==> src/rtl/alu_pkg.sv <==
// Shared definitions for the ALU control and execute stages: function codes,
// FSM encodings and datapath width.
package alu_pkg;

  localparam int WIDTH = 32;

  localparam logic [5:0] F_SLL    = 6'b000000;
  localparam logic [5:0] F_SRL    = 6'b000010;
  localparam logic [5:0] F_SRA    = 6'b000011;
  localparam logic [5:0] F_CLZ    = 6'b000111;
  localparam logic [5:0] F_MFHI   = 6'b010000;
  localparam logic [5:0] F_MFLO   = 6'b010010;
  localparam logic [5:0] F_MULT   = 6'b011000;
  localparam logic [5:0] F_MULTU  = 6'b011001;
  localparam logic [5:0] F_ADD    = 6'b100000;
  localparam logic [5:0] F_ADDU   = 6'b100001;
  localparam logic [5:0] F_SUB    = 6'b100010;
  localparam logic [5:0] F_SUBU   = 6'b100011;
  localparam logic [5:0] F_AND    = 6'b100100;
  localparam logic [5:0] F_OR     = 6'b100101;
  localparam logic [5:0] F_XOR    = 6'b100110;
  localparam logic [5:0] F_NOR    = 6'b100111;
  localparam logic [5:0] F_SLT    = 6'b101010;
  localparam logic [5:0] F_SLTU   = 6'b101011;
  localparam logic [5:0] F_BR_GTZ = 6'b110010;
  localparam logic [5:0] F_BR_AL  = 6'b110100;
  localparam logic [5:0] F_BR_LEZ = 6'b110110;
  localparam logic [5:0] F_CLO    = 6'b111000;

  localparam logic [1:0] S_IDLE = 2'd0;
  localparam logic [1:0] S_RUN  = 2'd1;
  localparam logic [1:0] S_FIN  = 2'd2;

  function automatic logic is_iter(input logic [5:0] f);
    return (f == F_MULT) || (f == F_MULTU) || (f == F_CLO) || (f == F_CLZ);
  endfunction

endpackage

==> src/rtl/alu_iter.sv <==
// Iterative datapath: 32-step shift-add multiplier and leading-one/zero counter
// sharing one iteration counter. fin_o marks the last RUN cycle.
module alu_iter
  import alu_pkg::*;
(
  input  logic               clk,
  input  logic               rst_n,
  input  logic               load_i,
  input  logic [5:0]         func_i,
  input  logic [WIDTH-1:0]   a_i,
  input  logic [WIDTH-1:0]   b_i,
  output logic               fin_o,
  output logic               is_mult_o,
  output logic [2*WIDTH-1:0] prod_o,
  output logic [5:0]         count_o
);

  logic               run_q, mult_q, neg_q, tgt_q;
  logic [5:0]         cnt_q;
  logic [2*WIDTH-1:0] mcand_q, acc_q, sum;
  logic [WIDTH-1:0]   mplier_q, scan_q;
  logic               is_signed, a_neg, b_neg, scan_stop;
  logic [WIDTH-1:0]   mag_a, mag_b;

  assign is_signed = (func_i == F_MULT);
  assign a_neg     = is_signed && a_i[WIDTH-1];
  assign b_neg     = is_signed && b_i[WIDTH-1];
  assign mag_a     = a_neg ? (~a_i + 1'b1) : a_i;
  assign mag_b     = b_neg ? (~b_i + 1'b1) : b_i;

  assign sum       = acc_q + (mplier_q[0] ? mcand_q : '0);
  // All 32 bits matching needs one extra cycle to observe the exhausted scan.
  assign scan_stop = (cnt_q == 6'd32) || (scan_q[WIDTH-1] != tgt_q);
  assign fin_o     = run_q && (mult_q ? (cnt_q == 6'd31) : scan_stop);
  assign prod_o    = neg_q ? (~sum + 1'b1) : sum;
  assign count_o   = cnt_q;
  assign is_mult_o = mult_q;

  always_ff @(posedge clk) begin
    if (!rst_n) begin
      run_q    <= 1'b0;
      mult_q   <= 1'b0;
      neg_q    <= 1'b0;
      tgt_q    <= 1'b0;
      cnt_q    <= '0;
      mcand_q  <= '0;
      acc_q    <= '0;
      mplier_q <= '0;
      scan_q   <= '0;
    end else if (load_i) begin
      run_q    <= 1'b1;
      mult_q   <= (func_i == F_MULT) || (func_i == F_MULTU);
      neg_q    <= a_neg ^ b_neg;
      tgt_q    <= (func_i == F_CLO);
      cnt_q    <= '0;
      mcand_q  <= {{WIDTH{1'b0}}, mag_a};
      acc_q    <= '0;
      mplier_q <= mag_b;
      scan_q   <= a_i;
    end else if (run_q) begin
      if (fin_o) begin
        run_q <= 1'b0;
      end else begin
        cnt_q    <= cnt_q + 6'd1;
        acc_q    <= sum;
        mcand_q  <= mcand_q << 1;
        mplier_q <= mplier_q >> 1;
        scan_q   <= scan_q << 1;
      end
    end
  end

endmodule

==> src/rtl/alu_exec.sv <==
// Execute-stage ALU: single-cycle ops resolve at acceptance, MULT/CLO/CLZ run
// in alu_iter; results and flags are held until the next completion.
module alu_exec #(
  parameter int WIDTH = alu_pkg::WIDTH
) (
  input  logic             clk,
  input  logic             rst_n,
  input  logic             start,
  input  logic [5:0]       func,
  input  logic [WIDTH-1:0] opA,
  input  logic [WIDTH-1:0] opB,
  output logic             busy,
  output logic             done,
  output logic [WIDTH-1:0] result,
  output logic [WIDTH-1:0] hi,
  output logic [WIDTH-1:0] lo,
  output logic             zero,
  output logic             cond,
  output logic             ovf
);
  import alu_pkg::*;

  logic [1:0]         state_q, state_d;
  logic [WIDTH-1:0]   result_q, result_d, hi_q, lo_q, sum, diff, iter_res;
  logic               zero_q, cond_q, cond_d, ovf_q, ovf_d;
  logic               accept, iter_fin, iter_mult;
  logic [2*WIDTH-1:0] iter_prod;
  logic [5:0]         iter_count;

  assign accept   = (state_q == S_IDLE) && start;
  assign sum      = opA + opB;
  assign diff     = opA - opB;
  assign iter_res = iter_mult ? iter_prod[WIDTH-1:0] : WIDTH'(iter_count);

  alu_iter u_iter (
    .clk       (clk),
    .rst_n     (rst_n),
    .load_i    (accept && is_iter(func)),
    .func_i    (func),
    .a_i       (opA),
    .b_i       (opB),
    .fin_o     (iter_fin),
    .is_mult_o (iter_mult),
    .prod_o    (iter_prod),
    .count_o   (iter_count)
  );

  always_comb begin
    result_d = '0;
    cond_d   = 1'b0;
    ovf_d    = 1'b0;
    case (func)
      F_ADD: begin
        result_d = sum;
        ovf_d    = (opA[WIDTH-1] == opB[WIDTH-1]) && (sum[WIDTH-1] != opA[WIDTH-1]);
      end
      F_SUB: begin
        result_d = diff;
        ovf_d    = (opA[WIDTH-1] != opB[WIDTH-1]) && (diff[WIDTH-1] != opA[WIDTH-1]);
      end
      F_ADDU:   result_d = sum;
      F_SUBU:   result_d = diff;
      F_AND:    result_d = opA & opB;
      F_OR:     result_d = opA | opB;
      F_XOR:    result_d = opA ^ opB;
      F_NOR:    result_d = ~(opA | opB);
      F_SLT:    result_d = WIDTH'($signed(opA) < $signed(opB));
      F_SLTU:   result_d = WIDTH'(opA < opB);
      F_SLL:    result_d = opB << opA[4:0];
      F_SRL:    result_d = opB >> opA[4:0];
      F_SRA:    result_d = WIDTH'($signed(opB) >>> opA[4:0]);
      F_MFHI:   result_d = hi_q;
      F_MFLO:   result_d = lo_q;
      F_BR_AL:  cond_d   = 1'b1;
      F_BR_GTZ: cond_d   = $signed(opA) > 0;
      F_BR_LEZ: cond_d   = $signed(opA) <= 0;
      default: ;
    endcase
  end

  always_comb begin
    state_d = state_q;
    case (state_q)
      S_IDLE:  if (start) state_d = is_iter(func) ? S_RUN : S_FIN;
      S_RUN:   if (iter_fin) state_d = S_FIN;
      S_FIN:   state_d = S_IDLE;
      default: state_d = S_IDLE;
    endcase
  end

  always_ff @(posedge clk) begin
    if (!rst_n) begin
      state_q  <= S_IDLE;
      result_q <= '0;
      hi_q     <= '0;
      lo_q     <= '0;
      zero_q   <= 1'b0;
      cond_q   <= 1'b0;
      ovf_q    <= 1'b0;
    end else begin
      state_q <= state_d;
      // Iterative ops leave the visible result untouched until they finish.
      if (accept && !is_iter(func)) begin
        result_q <= result_d;
        cond_q   <= cond_d;
        ovf_q    <= ovf_d;
        zero_q   <= (result_d == '0);
      end else if ((state_q == S_RUN) && iter_fin) begin
        result_q <= iter_res;
        cond_q   <= 1'b0;
        ovf_q    <= 1'b0;
        zero_q   <= (iter_res == '0);
        if (iter_mult) begin
          hi_q <= iter_prod[2*WIDTH-1:WIDTH];
          lo_q <= iter_prod[WIDTH-1:0];
        end
      end
    end
  end

  assign busy   = (state_q == S_RUN);
  assign done   = (state_q == S_FIN);
  assign result = result_q;
  assign hi     = hi_q;
  assign lo     = lo_q;
  assign zero   = zero_q;
  assign cond   = cond_q;
  assign ovf    = ovf_q;

endmodule

==> config.mk <==
export PLATFORM = sky130hd
export DESIGN_NAME = alu_exec
export DESIGN_NICKNAME = d
export VERILOG_FILES = /design/src/rtl/alu_pkg.sv /design/src/rtl/alu_iter.sv /design/src/rtl/alu_exec.sv
export SDC_FILE = /design/constraint.sdc
export NUM_CORES = 1
export LEC_CHECK = 0
export ABC_AREA = 1
export CAP_MARGIN = 20
export CORE_MARGIN = 5
export CORE_UTILIZATION = 45
export CTS_CLUSTER_SIZE = 24
export DETAILED_ROUTE_END_ITERATION = 10
export GPL_TIMING_DRIVEN = 0
export PLACE_DENSITY = 0.62
export REMOVE_ABC_BUFFERS = 1
export SLEW_MARGIN = 20
export SYNTH_ARGS = -nofsm -noshare
export SYNTH_HDL_FRONTEND = slang
export SYNTH_HIERARCHICAL = 1
export SYNTH_SLANG_ARGS = --single-unit
==> constraint.sdc <==
create_clock -name clk -period 6.9 [get_ports clk]
set_clock_uncertainty 0.1 [all_clocks]
set_input_delay 1.38 -clock clk [delete_from_list [all_inputs] [get_ports clk]]
set_output_delay 1.38 -clock clk [all_outputs]
set_load 0.02 [all_outputs]
# Word-level counts from Yosys, hierarchy flattened
# Cells that the tools add are included.
# Widths: inputs -> output; s select.
# word_totals
out_inout_bits	101
in_bits	73
reg_bits	303
word_cells	134
# classes
muxes	32
n_bitwise	11
n_lt_le_gt_ge	4
eq_ne	33
n_reduce_logical	27
shifts	3
addsub	7
# ops
cell	count
$mux 32	14
$pmux 32 s13	1
$mux 64	2
$not 32->32	3
$eq 6x6->1 const B	15
$add 32x1->32 const B	2
$add 64x1->64 const B	1
$add 64x64->64	1
$logic_not 32->1	2
$lt 32x32->1	2
$not 64->64	1
$add 32x32->32	1
$and 32x32->32	1
$gt 32x1->1 const B	1
$le 32x1->1 const B	1
$or 32x32->32	1
$shl 32x5->32	1
$shr 32x5->32	1
$sshr 32x5->32	1
$sub 32x32->32	1
$xor 32x32->32	1
$eq 6x5->1 const B	5
$eq 6x2->1 const B	2
$logic_and 1x1->1	9
23 further kinds	47

# Logic depth before layout (Yosys ltp)
# logic_depth
depth_word	9
ltp_mapped	32

# Modules after synthesis
# The synthesis kept the hierarchy.
# by_module_without_submodules
mod	instances	seq_area_each_um2	cells_per_inst	area_per_inst_um2
alu_iter	1	4023.9	3304	18355.1
alu_exec	1	2021.9	2801	14808.0

# Worst setup path before layout
# Ideal clock, no wire load.
# synth_path
path_kind	register -> register
start	reg u_iter.mplier_q[0]
end	reg zero_q, in the netlist zero
stages_incl_launch_ff	30
n_path_buf	2
setup_slack_ps	2826
setup_ps	70
t_arrival_ps	3904
path_cell_list	dfxtp_1 -> clkbuf_1 -> clkbuf_1 -> nand2_1 -> inv_1 -> ha_1 -> inv_1 -> fa_1 -> inv_1 -> nand3_1 -> nand2_1 -> nand2_1 -> nand2_1 -> nand3_1 -> nor2_2 -> nand2_2 -> nor2_4 -> nand3_2 -> nor2_2 -> nand3_2 -> nand2_2 -> xnor2_1 -> inv_1 -> nor4_1 -> nand2_1 -> o21ai_0 -> nand2_1 -> o21ai_0 -> inv_1 -> a21oi_1
# synth_between
elab_chain_cells	9
# synth_lines
element	line_no	text
start, declared	alu_iter.sv:21	logic [WIDTH-1:0] mplier_q, scan_q;
start signal, assigned	alu_iter.sv:58	mplier_q <= mag_b;
start signal, assigned	alu_iter.sv:67	mplier_q <= mplier_q >> 1;
$mux 64 *	alu_iter.sv:31	assign sum = acc_q + (mplier_q[0] ? mcand_q : '0);
$add 64x64->64 *	alu_iter.sv:31	
$not 64->64	alu_iter.sv:35	assign prod_o = neg_q ? (~sum + 1'b1) : sum;
$add 64x1->64	alu_iter.sv:35	
$mux 64 *	alu_iter.sv:35	
via iter_prod[31]	alu_exec.sv:27	logic [2*WIDTH-1:0] iter_prod;
$mux 32 *	alu_exec.sv:33	assign iter_res = iter_mult ? iter_prod[WIDTH-1:0] : WIDTH'(iter_count);
$logic_not 32->1 *	alu_exec.sv:112	zero_q <= (iter_res == '0);
$mux 1 *	alu_exec.sv:108	end else if ((state_q == S_RUN) && iter_fin) begin
$mux 1 *	alu_exec.sv:103	if (accept && !is_iter(func)) begin
end signal, assigned	alu_exec.sv:107	zero_q <= (result_d == '0);
end signal, assigned	alu_exec.sv:112	
end, declared	alu_exec.sv:25	logic zero_q, cond_q, cond_d, ovf_q, ovf_d;
# The timed path passes the listed nets; every way through them passes the cells marked *. The select of a mux whose other input is x is not followed.
# A chain may end at the register's enable or synchronous reset.

# Final worst setup path
# layout_path
start	in opA[11]
end	reg zero_q, in the netlist zero
# layout_between
elab_chain_cells	5
word_cells_on_any_way	11
cone_classes	add/sub (2); order compare (2); mux (2); bitwise (4); reduce/logical (1)
# layout_lines
element	line_no	text
start, declared	alu_exec.sv:10	input logic [WIDTH-1:0] opA,
parallel branches: the longest is 2 deep, another holds $sub 32x32->32	--	
$pmux 32 s13 *	alu_exec.sv:52	case (func)
$logic_not 32->1 *	alu_exec.sv:107	
$mux 1 *	alu_exec.sv:103	
# Mark *: on every way between the ends.

==> impl_metrics.prom <==
# TYPE chip_impl_metric gauge
chip_impl_metric{name="critPathMaxFanout",unit=""} 8
chip_impl_metric{name="p_leak",unit="uW"} 0.0196
chip_impl_metric{name="globalRouteTotalUtil",unit="%"} 39.9
chip_impl_metric{name="final.hold.worst_slack",unit="ps"} 363
chip_impl_metric{name="mappedNetlistArea",unit="mm^2"} 0.0332
chip_impl_metric{name="core.rowCount",unit=""} 99
chip_impl_metric{name="num_vias",unit=""} 40600
chip_impl_metric{name="cts-root-to-sink-buffers",unit=""} 3
chip_impl_metric{name="finish.cell_count_without_fillers",unit=""} 7118
chip_impl_metric{name="first_pass_grt_wire_length",unit="mm"} 237
chip_impl_metric{name="post-route-period-util",unit="%"} 78.9
chip_impl_metric{name="synthesized_area_fraction_occupied_by_ao_oa_aoi_and_oai_cells",unit="%"} 13.5
chip_impl_metric{name="fin_area",unit="mm^2"} 0.0372
chip_impl_info{name="hold_path_class",value="flip-flop to flip-flop"} 1
chip_impl_metric{name="first_pass_iters",unit=""} 9
chip_impl_metric{name="number_of_buffers_inserted_for_hold_repair_after_clock_tree_synthesis",unit=""} 0
chip_impl_info{name="unrepaired_setup_endpoints_after_global_routing",value="no"} 1
chip_impl_metric{name="number_of_global_route_vias_before_repair",unit=""} 37000
chip_impl_metric{name="clock_power_share",unit="%"} 41.0
chip_impl_metric{name="worst_pin_slew",unit="ps"} 1190
chip_impl_metric{name="area_growth_syn_to_layout",unit="%"} 12.3
chip_impl_metric{name="finalSetupViolations",unit=""} 0
chip_impl_metric{name="cts.repair.resized",unit=""} 0
chip_impl_metric{name="int_pwr",unit="uW"} 3430
chip_impl_metric{name="synthAdderAreaFrac",unit="%"} 6.93
chip_impl_metric{name="final_net_count",unit=""} 6383
chip_impl_metric{name="switching_share",unit="%"} 36.6
chip_impl_metric{name="drc_errors",unit=""} 0
chip_impl_metric{name="seq_power_share",unit="%"} 33.3
chip_impl_metric{name="floorplan.initialDensity",unit="%"} 45.4
chip_impl_metric{name="power_density",unit="mW/mm^2"} 145
chip_impl_metric{name="drt_wl_total",unit="mm"} 166
chip_impl_metric{name="dpl_cell_area",unit="mm^2"} 0.0359
chip_impl_metric{name="multi_input_comb_area",unit="mm^2"} 0.0229
chip_impl_metric{name="die_area",unit="mm^2"} 0.0792
chip_impl_metric{name="power.ir.vdd_worst",unit="mV"} 0.200
chip_impl_metric{name="synthArstFlopShare",unit="%"} 0
chip_impl_info{name="worstSetupEndpointType",value="flip-flop"} 1
chip_impl_metric{name="postCtsSetupRepairBufs",unit=""} 0
chip_impl_metric{name="initial_drc_count",unit=""} 4482
chip_impl_info{name="layout_commonest_cell",value="nand2_1"} 1
chip_impl_metric{name="final.setup.tns",unit="ps"} 0
chip_impl_info{name="dominantRegCellSynth",value="dfxtp_1"} 1
chip_impl_metric{name="core_area",unit="mm^2"} 0.0731
chip_impl_metric{name="min_period",unit="ps"} 5440
chip_impl_metric{name="synth.distinct_cells",unit=""} 62
chip_impl_metric{name="top_level_ports",unit=""} 174
chip_impl_metric{name="totalPowerFinal",unit="uW"} 5410
chip_impl_metric{name="remaining_global_route_overflow",unit=""} 0
chip_impl_info{name="setup_crit_start_kind",value="input pin"} 1
chip_impl_metric{name="synth.yosys.seq_area_share",unit="%"} 18.2
chip_impl_metric{name="synthXorXnorAreaFrac",unit="%"} 2.40
chip_impl_info{name="layout_common_cells",value="nand2_1 (2,087), inv_1 (874), nand3_1 (641), nor2_1 (583), a21oi_1 (301)"} 1
chip_impl_metric{name="worstSkewPairLatency",unit="ps"} 610
chip_impl_metric{name="synth.yosys.warnings",unit=""} 6
chip_impl_metric{name="synth_enable_flop_cells",unit=""} 0
chip_impl_metric{name="cts.reportedPaths.clkPinSlew",unit="ps"} 60
chip_impl_metric{name="p_comb_share",unit="%"} 25.7
chip_impl_metric{name="wl_per_cell",unit="um"} 23.3
chip_impl_metric{name="place_hpwl",unit="mm"} 133
chip_impl_metric{name="clock_sink_count",unit=""} 302
chip_impl_metric{name="final-seq-area",unit="mm^2"} 0.00605
chip_impl_metric{name="post_synth_mux_area_share",unit="%"} 0.0905
chip_impl_info{name="root_buffer",value="clkbuf_16"} 1
chip_impl_metric{name="ys_ff_latch",unit=""} 302
chip_impl_metric{name="critPathRequiredTime",unit="ps"} 7340
chip_impl_info{name="run_status",value="finished clean"} 1
chip_impl_metric{name="report.final.slew_viol_count",unit=""} 0
chip_impl_metric{name="netSwitchingPower",unit="uW"} 1980
chip_impl_metric{name="grt_max_degree",unit=""} 123
chip_impl_metric{name="timing.max_cap.violations",unit=""} 0
chip_impl_metric{name="gp_congestion",unit=""} 1.12
chip_impl_metric{name="worstPathArrival",unit="ps"} 5880
chip_impl_metric{name="grt_antenna_before_repair",unit=""} 3
chip_impl_metric{name="fp.dieW",unit="um"} 281
chip_impl_metric{name="ctsHtreeMaxLevel",unit=""} 2
chip_impl_metric{name="max_slew_margin",unit="%"} 20.1
chip_impl_metric{name="layout-drive-gt1-share",unit="%"} 4.53
chip_impl_metric{name="synth-simple-area-share",unit="%"} 45.7
chip_impl_metric{name="tritoncts.num_buffers",unit=""} 39
chip_impl_metric{name="ant_nets",unit=""} 0
chip_impl_metric{name="port-buffer-count",unit=""} 173
chip_impl_metric{name="placed_cells_incl_taps",unit=""} 7046
chip_impl_info{name="cts_tree",value="built"} 1
chip_impl_metric{name="viasPerCell",unit=""} 5.70
chip_impl_metric{name="maxClockFrequency",unit="MHz"} 184
chip_impl_metric{name="timing.final.hold_violations",unit=""} 0
chip_impl_metric{name="synthesis.area_per_instance",unit="um^2"} 5.43
chip_impl_info{name="combinational_family_with_the_most_area_after_synthesis",value="simple AND/OR/NAND/NOR gates"} 1
chip_impl_metric{name="fillCellCount",unit=""} 8070
chip_impl_metric{name="chipHeight",unit="um"} 281
chip_impl_metric{name="synth_cells",unit=""} 6105
chip_impl_info{name="path_class",value="input pin to flip-flop"} 1
==> worst max-delay path, cell delays in order <==
cell	delay, ps
clkdlybuf4s50_1	830
inv_1	290
ha_1	470
nand2_1	260
inv_1	70
a21oi_1	500
nand3_1	560
nand2_1	290
nand3_1	90
nand3_1	110
nand4_1	340
nor2_1	250
nand2_1	130
nor2_1	120
nand2_1	70
a21oi_1	110
==> flip-flops by register name (all words and copies together), names as in the netlist, 2 cells and up <==
| signal | flops |
|---|---|
| u_iter/mcand_q | 64 |
| u_iter/scan_q | 31 |
| u_iter/count_o | 6 |
| result | 32 |
| state_q | 2 |
| lo | 32 |
| hi | 32 |
| u_iter/acc_q | 64 |
| u_iter/mplier_q | 32 |
==> power by group through the flow <==
stage / Clock, uW / Combinational (uW) / Sequential, uW
floorplan: 0 / 776 / 1840
global placement: 0 / 1320 / 1840
detailed placement: 0 / 1340 / 1840
CTS: 2250 / 1350 / 1800
global route: 2320 / 1490 / 1800
finish: 2220 / 1390 / 1800
==> stage by stage <==
step                      util, %  worst slack, ps
final                        51.0             1460
after global routing         51.0             1100
after CTS                    50.9             1550
after detailed placement     49.1             1050
after global placement       48.1            -8770
after floorplan                 -             -224
==> path summary, 6_finish.rpt <==
kind / startpoint / end / slack (ps) / cells past startpoint
min: u_iter/mplier_q[15] / u_iter/mplier_q[15] / 360 / 2
min reg2reg: u_iter/mplier_q[15] / u_iter/mplier_q[15] / 360 / 2
max: opA[11] / zero / 1460 / 16
max reg2reg: u_iter/mplier_q[0] / zero / 1460 / 30
==> cell families after synthesis <==
group,Yosys count
mux,3
fa+ha+maj,182
simple gates,3608
flops,302
buf+inv,1122
compound gates,798
xor+xnor,90
==> Yosys cell counts, types with 10 or more instances <==
master,count,share of area [%]
nand3_1,641,9.7
nor2_2,31,0.58
nor2_1,594,6.7
o211ai_1,72,1.6
buf_2,59,0.89
nor3_1,48,0.72
o22ai_1,17,0.32
dfxtp_1,302,18
xnor2_1,16,0.42
nand3_2,14,0.42
a21oi_1,302,4.6
o21ai_0,274,4.1
inv_2,26,0.29
nand2_2,51,0.96
a31oi_1,56,1.1
xor2_1,73,1.9
nand3b_1,13,0.29
buf_1,21,0.24
nor4_1,15,0.28
clkbuf_1,126,1.4
o21ai_1,11,0.17
nand4_1,66,1.2
o21bai_1,19,0.43
nand2_1,2089,24
ha_1,179,6.8
or2_2,10,0.19
inv_1,876,9.9
nor2_4,10,0.34
==> layout make-up <==
cell class	instances	area share [%]
multi-input cells	4681	61.4
flip-flops and latches	302	16.2
clock buffers	45	2.82
clock inverters	26	0.867
well taps	959	3.22
diodes	1	0.00672
inverters	906	9.18
repair buffers	198	6.26
==> layer usage <==
layer | global-route usage, % | vias to the layer above | share of wire [%]
met5 | 0 | - | 0.019
met4 | 31.1 | 4 | 9.9
met3 | 7.63 | 573 | 9.2
met2 | 64.3 | 2092 | 43
met1 | 46.8 | 18500 | 37
li1 | - | 19500 | -
Note: power is estimated with default switching activity, not from simulation.
